## src/rtl/note_sequencer_if.sv

```systemverilog
// Keyboard-to-tone-generator bus for the note sequencer.
// Carries the decoded note/octave and key levels in, and the sounding note and buffer status out.
// master: keyboard decode side (drives keys, observes status); slave: the sequencer itself.
interface note_sequencer_if #(
  parameter int ADDR_W = 5
);
  // keyboard decode -> sequencer
  logic [3:0]      note_in;     // 0 = rest, 1..12 = A..G#
  logic [1:0]      octave_in;
  logic            load_n;      // low while load key held
  logic            playback_n;  // low while playback key held
  logic            clear;       // single-cycle pulse, empties the buffer

  // sequencer -> tone generator / status
  logic [3:0]      note_out;
  logic [1:0]      octave_out;
  logic            note_valid;
  logic            busy;
  logic            full;
  logic [ADDR_W:0] count;

  modport master (
    output note_in, octave_in, load_n, playback_n, clear,
    input  note_out, octave_out, note_valid, busy, full, count
  );

  modport slave (
    input  note_in, octave_in, load_n, playback_n, clear,
    output note_out, octave_out, note_valid, busy, full, count
  );
endinterface

```

## src/rtl/note_sequencer.sv

```systemverilog
// Records note/octave presses into a buffer and replays them with fixed note and gap durations.
// Latency: playback press at edge E -> FETCH after E, note_valid from E+2; each entry takes 1+NOTE_TICKS+GAP_TICKS cycles.
// No backpressure: key presses are edge-detected levels; presses that cannot be honoured are dropped.
//
// Ports:
//   clock, resetn : system clock, asynchronous active-low reset
//   bus (slave)   : note_in/octave_in/load_n/playback_n/clear in;
//                   note_out/octave_out/note_valid/busy/full/count out
module note_sequencer #(
  parameter int DEPTH      = 32,
  parameter int ADDR_W     = 5,
  parameter int NOTE_TICKS = 25000000,
  parameter int GAP_TICKS  = 2500000
) (
  input  logic            clock,
  input  logic            resetn,
  note_sequencer_if.slave bus
);

  localparam int MAX_TICKS = (NOTE_TICKS > GAP_TICKS) ? NOTE_TICKS : GAP_TICKS;
  localparam int TIMER_W   = $clog2(MAX_TICKS + 1);
  localparam int CNT_W     = ADDR_W + 1;

  localparam logic [TIMER_W-1:0] NOTE_LOAD = TIMER_W'(NOTE_TICKS - 1);
  localparam logic [TIMER_W-1:0] GAP_LOAD  = TIMER_W'(GAP_TICKS - 1);
  localparam logic [CNT_W-1:0]   FULL_CNT  = CNT_W'(DEPTH);

  typedef enum logic [1:0] {
    IDLE  = 2'd0,
    FETCH = 2'd1,
    HOLD  = 2'd2,
    GAP   = 2'd3
  } state_t;

  state_t             state;
  logic [CNT_W-1:0]   count;
  logic [ADDR_W-1:0]  rd_idx;
  logic [TIMER_W-1:0] timer;

  // Previous-cycle key levels; reset to 0 so a key held through reset
  // never looks like a fresh press.
  logic               load_hist;
  logic               play_hist;

  logic [3:0]         note_q;
  logic [1:0]         octave_q;
  logic               valid_q;
  logic               busy_q;

  logic [5:0]         mem [DEPTH];
  logic [5:0]         rd_data;

  logic               load_press;
  logic               play_press;
  logic               full;
  logic               wr_en;
  logic               last_entry;

  assign load_press = ~bus.load_n & load_hist;
  assign play_press = ~bus.playback_n & play_hist;
  assign full       = (count == FULL_CNT);

  // Recording is only possible from IDLE with room left; clear wins over everything.
  assign wr_en      = (state == IDLE) & load_press & ~full & ~bus.clear;

  assign last_entry = ({1'b0, rd_idx} == (count - 1'b1));

  // Record buffer: synchronous write, registered read issued only in FETCH
  // so rd_data is stable for the whole note.
  always_ff @(posedge clock) begin
    if (wr_en) begin
      mem[count[ADDR_W-1:0]] <= {bus.octave_in, bus.note_in};
    end
    if (state == FETCH) begin
      rd_data <= mem[rd_idx];
    end
  end

  always_ff @(posedge clock or negedge resetn) begin
    if (!resetn) begin
      state     <= IDLE;
      count     <= '0;
      rd_idx    <= '0;
      timer     <= '0;
      load_hist <= 1'b0;
      play_hist <= 1'b0;
      note_q    <= '0;
      octave_q  <= '0;
      valid_q   <= 1'b0;
      busy_q    <= 1'b0;
    end else begin
      load_hist <= bus.load_n;
      play_hist <= bus.playback_n;

      if (bus.clear) begin
        state   <= IDLE;
        count   <= '0;
        rd_idx  <= '0;
        valid_q <= 1'b0;
        busy_q  <= 1'b0;
      end else if ((state != IDLE) && play_press) begin
        // Stop request: silence immediately; a restart needs a fresh press.
        state   <= IDLE;
        valid_q <= 1'b0;
        busy_q  <= 1'b0;
      end else begin
        case (state)
          IDLE: begin
            valid_q <= 1'b0;
            if (load_press) begin
              // A load press always shadows a simultaneous playback press,
              // even when the buffer is full and the load itself is dropped.
              if (wr_en) begin
                count <= count + 1'b1;
              end
            end else if (play_press && (count != '0)) begin
              state  <= FETCH;
              rd_idx <= '0;
              busy_q <= 1'b1;
            end
          end

          FETCH: begin
            state <= HOLD;
            timer <= NOTE_LOAD;
          end

          HOLD: begin
            // Read data lands at HOLD entry, so the output stage trails the
            // state by one cycle; note_valid still spans NOTE_TICKS cycles.
            note_q   <= rd_data[3:0];
            octave_q <= rd_data[5:4];
            valid_q  <= 1'b1;
            if (timer == '0) begin
              state <= GAP;
              timer <= GAP_LOAD;
            end else begin
              timer <= timer - 1'b1;
            end
          end

          GAP: begin
            valid_q <= 1'b0;
            if (timer == '0) begin
              if (last_entry) begin
                state  <= IDLE;
                busy_q <= 1'b0;
              end else begin
                state  <= FETCH;
                rd_idx <= rd_idx + 1'b1;
              end
            end else begin
              timer <= timer - 1'b1;
            end
          end

          default: begin
            state   <= IDLE;
            valid_q <= 1'b0;
            busy_q  <= 1'b0;
          end
        endcase
      end
    end
  end

  assign bus.note_out   = note_q;
  assign bus.octave_out = octave_q;
  assign bus.note_valid = valid_q;
  assign bus.busy       = busy_q;
  assign bus.full       = full;
  assign bus.count      = count;

endmodule
```

## src/flat_wrapper.sv

```systemverilog
// flat-port wrapper written by rule: the top's interface ports become plain ports
module note_sequencer_flat 
#(
  parameter int DEPTH      = 32,
  parameter int ADDR_W     = 5,
  parameter int NOTE_TICKS = 25000000,
  parameter int GAP_TICKS  = 2500000
)
  (clock, resetn, bus_note_in, bus_octave_in, bus_load_n, bus_playback_n, bus_clear, bus_note_out, bus_octave_out, bus_note_valid, bus_busy, bus_full, bus_count);
  note_sequencer_if #(.ADDR_W(ADDR_W)) bus_i ();
  input  logic clock;
  input  logic resetn;
  input wire logic [$bits(bus_i.note_in)-1:0] bus_note_in;
  input wire logic [$bits(bus_i.octave_in)-1:0] bus_octave_in;
  input wire logic [$bits(bus_i.load_n)-1:0] bus_load_n;
  input wire logic [$bits(bus_i.playback_n)-1:0] bus_playback_n;
  input wire logic [$bits(bus_i.clear)-1:0] bus_clear;
  output wire logic [$bits(bus_i.note_out)-1:0] bus_note_out;
  output wire logic [$bits(bus_i.octave_out)-1:0] bus_octave_out;
  output wire logic [$bits(bus_i.note_valid)-1:0] bus_note_valid;
  output wire logic [$bits(bus_i.busy)-1:0] bus_busy;
  output wire logic [$bits(bus_i.full)-1:0] bus_full;
  output wire logic [$bits(bus_i.count)-1:0] bus_count;
  assign bus_i.note_in = bus_note_in;
  assign bus_i.octave_in = bus_octave_in;
  assign bus_i.load_n = bus_load_n;
  assign bus_i.playback_n = bus_playback_n;
  assign bus_i.clear = bus_clear;
  assign bus_note_out = bus_i.note_out;
  assign bus_octave_out = bus_i.octave_out;
  assign bus_note_valid = bus_i.note_valid;
  assign bus_busy = bus_i.busy;
  assign bus_full = bus_i.full;
  assign bus_count = bus_i.count;
  note_sequencer #(.DEPTH(DEPTH), .ADDR_W(ADDR_W), .NOTE_TICKS(NOTE_TICKS), .GAP_TICKS(GAP_TICKS)) u_core (.clock(clock), .resetn(resetn), .bus(bus_i));
endmodule
```

## config.mk

```make
export PLATFORM = sky130hd
export DESIGN_NAME = note_sequencer_flat
export DESIGN_NICKNAME = d
export VERILOG_FILES = /design/src/rtl/note_sequencer_if.sv /design/src/rtl/note_sequencer.sv /design/src/flat_wrapper.sv
export SDC_FILE = /design/constraint.sdc
export NUM_CORES = 1
export LEC_CHECK = 0
export CORE_ASPECT_RATIO = 1.5
export CORE_MARGIN = 2
export CORE_UTILIZATION = 35
export DETAILED_ROUTE_END_ITERATION = 8
export PLACE_DENSITY = 0.53
export REMOVE_ABC_BUFFERS = 1
export SETUP_SLACK_MARGIN = 0.2
export SLEW_MARGIN = 10
export SYNTH_ARGS = -nofsm -noshare
export SYNTH_HDL_FRONTEND = slang
export SYNTH_SLANG_ARGS = --single-unit
```

## constraint.sdc

```tcl
create_clock -name clock -period 3.26 [get_ports clock]
set_input_delay 0.652 -clock clock [delete_from_list [all_inputs] [get_ports clock]]
set_output_delay 0.652 -clock clock [all_outputs]
set_load 0.03 [all_outputs]
```

==> impl_metrics.json, run 1 <==
{
  "initial_core_util": 0.353,
  "startpoint_type": "flop",
  "synth.distinct_cells": 63,
  "crit_chain": "inv_1 > ha_1 > nor4b_1 > and2_1 > clkbuf_2",
  "antenna_found_initial": 0,
  "path_max_fanout": 5,
  "worst_hold_path_type": "input port to asynchronous set/reset pin",
  "fin_skew_ns": 0.0296,
  "place_hpwl_um": 17300,
  "switching_power_w": 0.00185,
  "netlist_instances": 649,
  "drive_gt1_frac": 0.233,
  "r2r_cells": 8,
  "p_comb_frac": 0.127,
  "num_rows": 78,
  "slowest_stage": "dfrtp_1",
  "cpPeakStageDelay_ns": 0.39,
  "startpoint": "u_core.bus.count[0]$_DFFE_PN0P_",
  "grt_pass1_vias": 6264,
  "fillCellCount": 2771,
  "clock-sinks": 246,
  "grt_pass1_wl_um": 38200,
  "synth_area_mm2": 0.0106,
  "fin_tns_setup_ns": 0,
  "coreArea_mm2": 0.0301,
  "area_growth_pct": 15.3,
  "final_cells": 1118,
  "period_share": 0.853,
  "cts_tree": "done",
  "die_h_um": 217,
  "worst_slew_pin_slew_ns": 0.682,
  "boundaryPins": 26,
  "h-tree-depth": 1,
  "grt_use_total": 0.158,
  "cts_buffers": 24,
  "die_area_mm2": 0.0318,
  "crit_path_end": "bus_full",
  "required_ns": 2.61,
  "finalHoldWorstSlack_ns": 0.0955,
  "post_cts_buffers": 0,
  "setup_viol": 0,
  "synth_top_flop_cell": "edfxtp_1",
  "p_clk_frac": 0.372,
  "io_buffers": 25,
  "clk_pin_slew_worst_paths_ns": 0.06,
  "wirelength_um": 24900,
  "endpoint_kind": "output port",
  "seqPwrFrac": 0.501,
  "ant_nets": 0,
  "outcome": "completed",
  "critical_path_arrival_ns": 2.13,
  "gr-total-overflow": 0,
  "gp_congestion": 0.853,
  "async_reset_ff_frac": 0.195,
  "antennaDiodeCount": 0,
  "fmax_ghz": 0.359,
  "nets": 722,
  "hold_viol": 0,
  "rrSetupSlack_ns": 0.55,
  "cts_buffer_depth": 3,
  "grt_max_degree": 33,
  "ys_seq_elements": 246,
  "slew_headroom": 0.545,
  "yosys.area.top_type": "edfxtp_1",
  "p_sw_frac": 0.255,
  "yosysSeqAreaShare": 0.673,
  "path_class": "flop to output port",
  "wire_per_inst_um": 22.3,
  "dp.cells": 1074,
  "cts-root-buf": "clkbuf_16",
  "p_per_area_mw_per_mm2": 592,
  "period_needed_ns": 2.78,
  "synth_top_area_share": 0.560,
  "insertion_delay_ns": 0.54,
  "rsz0062_at_grt": "false",
  "vias": 5874,
  "yosys_warnings": 0,
  "viasPerCell": 5.25,
  "r2r_start": "u_core.bus.count[0]$_DFFE_PN0P_",
  "synth_edf_count": 198,
  "drcViolationCount": 0,
  "p_leak_nw": 3.93,
  "ir_drop_mv": 0.307,
  "max_cap_viol_count": 0,
  "r2r_end": "u_core.mem[28][0]$_DFFE_PP_",
  "final_max_slew_viol_count": 0,
  "die_w_um": 146,
  "netlist_top_cells_area": "edfxtp_1, mux4_2, dfrtp_1",
  "postCtsHoldBufs": 0,
  "p_int_w": 0.00540,
  "syn_area_per_cell_um2": 16.4,
  "dr.pass1.iters": 5,
  "drt_iter0_markers": 395
}
what timing repair did:
| item | 4_1_cts | 5_1_grt |
|---|---|---|
| setup endpoints to repair | 1 | 1 |
| gates resized for setup | 1 | 2 |
| hold endpoints to repair | 0 | 0 |
synth_stat cells, drive strengths merged (2+ instances only):
| master | instances |
|---|---|
| a31oi | 5 |
| a31o | 2 |
| or4 | 4 |
| buf | 18 |
| or3b | 2 |
| nor4 | 9 |
| o21ai | 31 |
| xnor2 | 5 |
| a21oi | 15 |
| nor2b | 5 |
| nor2 | 62 |
| o41ai | 4 |
| dfrtp | 48 |
| nand3b | 3 |
| a211o | 2 |
| o31a | 2 |
| o2bb2ai | 2 |
| nor3 | 15 |
| edfxtp | 198 |
| inv | 14 |
| nor4b | 3 |
| nor3b | 3 |
| o31ai | 7 |
| nand3 | 9 |
| a211oi | 2 |
| ha | 11 |
| mux4 | 60 |
| o22ai | 2 |
| nand4 | 5 |
| clkbuf | 16 |
| mux2i | 2 |
| nand2 | 29 |
| nand2b | 4 |
| and2 | 3 |
| or2 | 4 |
| or3 | 7 |
| a21o | 4 |
| a22o | 3 |
| o211ai | 2 |
| mux2 | 12 |
| xor2 | 6 |
cells by family (layout without fill, tap and decap cells):
| group | count (synthesis) | in the layout | synth area share |
|---|---|---|---|
| adder cells (fa/ha/maj) | 11 | 11 | 0.0130 |
| AO/OA/AOI/OAI | 91 | 91 | 0.0564 |
| flip-flops | 246 | 246 | 0.673 |
| buffers and inverters | 48 | 117 | 0.0207 |
| XOR/XNOR | 11 | 11 | 0.00907 |
| AND/OR/NAND/NOR | 168 | 168 | 0.0860 |
| multiplexers | 74 | 74 | 0.142 |
through the flow:
| stage | setup WS (ns) | util | total power [W] | cell area (µm²) |
|---|---|---|---|---|
| after floorplan | -0.417 | - | 0.00421 | 10500 |
| after global placement | 0.260 | 0.382 | 0.00461 | 11500 |
| after detailed placement | 0.208 | 0.382 | 0.00462 | 11500 |
| after CTS | 0.212 | 0.407 | 0.00732 | 12200 |
| after global routing | 0.302 | 0.407 | 0.00753 | 12200 |
| final | 0.478 | 0.407 | 0.00725 | 12200 |
layer usage:
layer	vias to the layer above	global-route usage	wire length [µm]
li1	2656	-	-
met1	3040	0.181	9590
met2	139	0.300	13700
met3	39	0.0224	915
met4	0	0.0505	675
met5	-	0	0
critical path: cells and delay by family (launching register included):
family | cells | cell delay [ns]
flip-flops | 1 | 0.39
adder cells (fa/ha/maj) | 1 | 0.30
AND/OR/NAND/NOR | 2 | 0.60
buffers and inverters | 2 | 0.33
sequential cells by signal, indices dropped and copies added (netlist names), 2 cells and up:
| name | count |
|---|---|
| u_core.bus.octave_out | 2 |
| u_core.state | 2 |
| u_core.rd_idx | 5 |
| u_core.rd_data | 6 |
| u_core.bus.count | 6 |
| u_core.bus.note_out | 4 |
| u_core.mem | 192 |
| u_core.timer | 25 |
placed cells by master (no fill, tap or decap), types with 6 or more instances in the layout:
master           instances
a21oi_1                 14
buf_4                   32
clkbuf_1                 6
clkbuf_16               24
clkdlybuf4s50_1         22
dfrtp_1                 46
edfxtp_1               198
ha_1                    11
inv_1                   14
mux2_2                  12
mux4_2                  60
nand2_1                 29
nand3_1                  9
nor2_1                  62
nor3_1                  12
o21ai_0                 29
o31ai_1                  6
xor2_1                   6
power by group through the flow:
stage | clock network, W | logic (W) | registers, W
after floorplan | 0 | 0.000440 | 0.00377
after global placement | 0 | 0.000918 | 0.00369
after detailed placement | 0 | 0.000926 | 0.00369
after CTS | 0.00276 | 0.000929 | 0.00363
after global routing | 0.00288 | 0.00101 | 0.00365
final | 0.00269 | 0.000923 | 0.00363
worst min-delay path by stage:
stage,depth (start not counted),endpoint,startpoint,slack (ns)
3_3_place_gp,1,u_core.bus.note_out[3]$_DFFE_PN0P_,u_core.rd_data[3]$_DFFE_PN_,0.47
3_5_place_dp,1,u_core.bus.note_out[3]$_DFFE_PN0P_,u_core.rd_data[3]$_DFFE_PN_,0.46
5_1_grt,1,u_core.bus.note_out[3]$_DFFE_PN0P_,resetn,0.13
2_1_floorplan,0,u_core.bus.busy$_DFFE_PN0P_,resetn,0.36
4_1_cts,1,u_core.bus.note_out[3]$_DFFE_PN0P_,resetn,0.1
6_report,1,u_core.bus.note_out[3]$_DFFE_PN0P_,resetn,0.1
cell type report:
class | instances | area (µm²) | share of cell area
Clock buffer | 30 | 623 | 0.0509
Timing Repair Buffer | 59 | 515 | 0.0421
Tap cell | 400 | 500 | 0.0409
Multi-Input combinational cell | 355 | 3250 | 0.266
Inverter | 14 | 52.6 | 0.00429
Sequential cell | 246 | 7150 | 0.584
Clock inverter | 14 | 145 | 0.0119
No activity file was read; power rests on OpenSTA's default activity.
==> run 2: changes to the inputs <==
CORE_UTILIZATION = 50   (was 35)
PLACE_DENSITY = 0.7   (was 0.53)
==> run 2 against run 1 <==
Effect of this change: clock-buffer cell count is the same; register-to-register slack got worse by 0.05 ns; die area decreased by 29%; sequential share of layout area increased by 0.25 points; total power down 0.90%; critical path depth unchanged; fmax fell by 2.8%; global-route usage rose by 6.1 points; largest power group unchanged.
==> impl_metrics.json, run 2 (synthesis gave the netlist of run 1 again) <==
{
  "outcome": "completed",
  "boundaryPins": 26,
  "multi_input_area_mm2": 0.00327,
  "final_common_cell": "edfxtp_1",
  "antennaDiodeCount": 0,
  "period_needed_ns": 2.86,
  "r2r_start": "u_core.bus.count[1]$_DFFE_PN0P_",
  "rrSetupSlack_ns": 0.50,
  "finalHoldWorstSlack_ns": 0.0812,
  "crit_chain": "inv_1 > ha_1 > nor4b_2 > and2_1 > clkbuf_2",
  "grt_pass1_wl_um": 36600,
  "cts-root-buf": "clkbuf_16",
  "grt_max_degree": 53,
  "clk_pin_slew_worst_paths_ns": 0.06,
  "vias": 6005,
  "largest_reg_flops": 192,
  "grt_use_total": 0.218,
  "wirelength_um": 23500,
  "drt_iter0_markers": 778,
  "ir_drop_mv": 0.448,
  "p_per_area_mw_per_mm2": 589,
  "critical_path_arrival_ns": 2.21,
  "postCtsHoldBufs": 0,
  "final_area_mm2": 0.0122,
  "cts_tree": "done",
  "worst_slew_pin_slew_ns": 0.696,
  "die_area_mm2": 0.0224,
  "fillCellCount": 1614,
  "fin_skew_ns": 0.00845,
  "setup_viol": 0,
  "post_cts_buffers": 0,
  "dr.pass1.iters": 6,
  "h-tree-depth": 1,
  "regArea_mm2": 0.00715,
  "gp_congestion": 0.883,
  "grt_pass1_vias": 6422,
  "slowest_stage": "dfrtp_1",
  "rsz0062_at_grt": "false",
  "wire_per_inst_um": 23.6,
  "crit_family": "simple AND/OR/NAND/NOR gates",
  "ant_nets": 0,
  "insertion_delay_ns": 0.52,
  "slew_headroom": 0.534,
  "cts_buffers": 24,
  "hold_viol": 0,
  "io_buffers": 25,
  "place_hpwl_um": 15900,
  "fmax_ghz": 0.349,
  "cpPeakStageDelay_ns": 0.49,
  "cts_buffer_depth": 3,
  "worst_hold_path_type": "input port to asynchronous set/reset pin",
  "num_rows": 65,
  "dr_wl_met2_um": 13000,
  "drcViolationCount": 0,
  "p_leak_nw": 3.98,
  "met3_length_um": 1210,
  "drive_gt1_frac": 0.246,
  "placed_area_mm2": 0.0114,
  "endpoint_kind": "output port",
  "gr-total-overflow": 0,
  "nets": 732,
  "area_growth_pct": 14.8,
  "period_share": 0.878,
  "final_cell_mix": "edfxtp_1, nor2_1, mux4_2",
  "r2r_end": "u_core.mem[30][1]$_DFFE_PP_",
  "coreArea_mm2": 0.0210,
  "top_layer_used": "met4",
  "path_max_fanout": 9,
  "r2r_cells": 8,
  "clock-sinks": 246,
  "die_w_um": 123,
  "final_max_slew_viol_count": 0,
  "initial_core_util": 0.506,
  "crit_buf_inv": 2,
  "viasPerCell": 6.04,
  "required_ns": 2.61,
  "antenna_found_initial": 0,
  "max_cap_viol_count": 0,
  "startpoint_type": "flop",
  "path_class": "flop to output port",
  "die_h_um": 182,
  "met1_length_um": 8760
}
[run 2: how the worst max path moves through the flow]
stage	start	endpoint	slack [ns]	cells past startpoint
5_1_grt	u_core.bus.count[1]$_DFFE_PN0P_	bus_full	0.28	5
4_1_cts	u_core.bus.count[1]$_DFFE_PN0P_	bus_full	0.21	5
3_5_place_dp	bus_load_n	u_core.mem[10][3]$_DFFE_PP_	0.24	7
6_report	u_core.bus.count[1]$_DFFE_PN0P_	bus_full	0.40	5
2_1_floorplan	u_core.rd_idx[0]$_DFFE_PN0P_	u_core.rd_data[0]$_DFFE_PN_	-0.42	3
3_3_place_gp	bus_load_n	u_core.mem[10][3]$_DFFE_PP_	0.33	7
[run 2: repair_timing]
item	in CTS	in global routing
gates cloned	0	0
endpoints found under the setup margin	1	35
gates resized for setup	2	4
[run 2: worst register-to-register path, cell delays in order, from the launching register on]
cell and delay, ns:
dfrtp_1 0.53, inv_1 0.12, ha_1 0.28, nor4b_2 0.19
and2_1 0.22, nor3_2 0.31, nand2_1 0.12, buf_4 0.20
nor2_1 0.43
[run 2: report_power, final]
part / switching, W / internal (W) / leakage [nW] / total [W]
clock: 0.00114 / 0.00149 / 0.354 / 0.00263
sequential: 0.000106 / 0.00353 / 2.34 / 0.00363
combinational: 0.000580 / 0.000342 / 1.28 / 0.000923
total: 0.00182 / 0.00536 / 3.98 / 0.00718
[run 2: area by class of cell]
cell class	count	area share
Multi-Input combinational cell	355	0.268
Clock buffer	30	0.0529
Clock inverter	13	0.00862
Tap cell	268	0.0275
Inverter	14	0.00431
Sequential cell	246	0.587
Timing Repair Buffer	69	0.0519
[run 2: routing by layer]
| metal | track usage | vias up |
|---|---|---|
| li1 | - | 2680 |
| met5 | 0 | - |
| met1 | 0.265 | 3055 |
| met3 | 0.0269 | 44 |
| met2 | 0.407 | 226 |
| met4 | 0.0555 | 0 |
[run 2: per-stage QoR]
step | TNS (ns) | cells | power (W) | utilization | setup slack, ns
3_5_place_dp | 0 | 952 | 0.00461 | 0.545 | 0.240
6_report | 0 | 995 | 0.00718 | 0.581 | 0.398
4_1_cts | 0 | 995 | 0.00722 | 0.581 | 0.210
2_1_floorplan | -2.51 | 615 | 0.00421 | - | -0.417
3_3_place_gp | 0 | 952 | 0.00459 | 0.545 | 0.332
5_1_grt | 0 | 995 | 0.00747 | 0.581 | 0.281
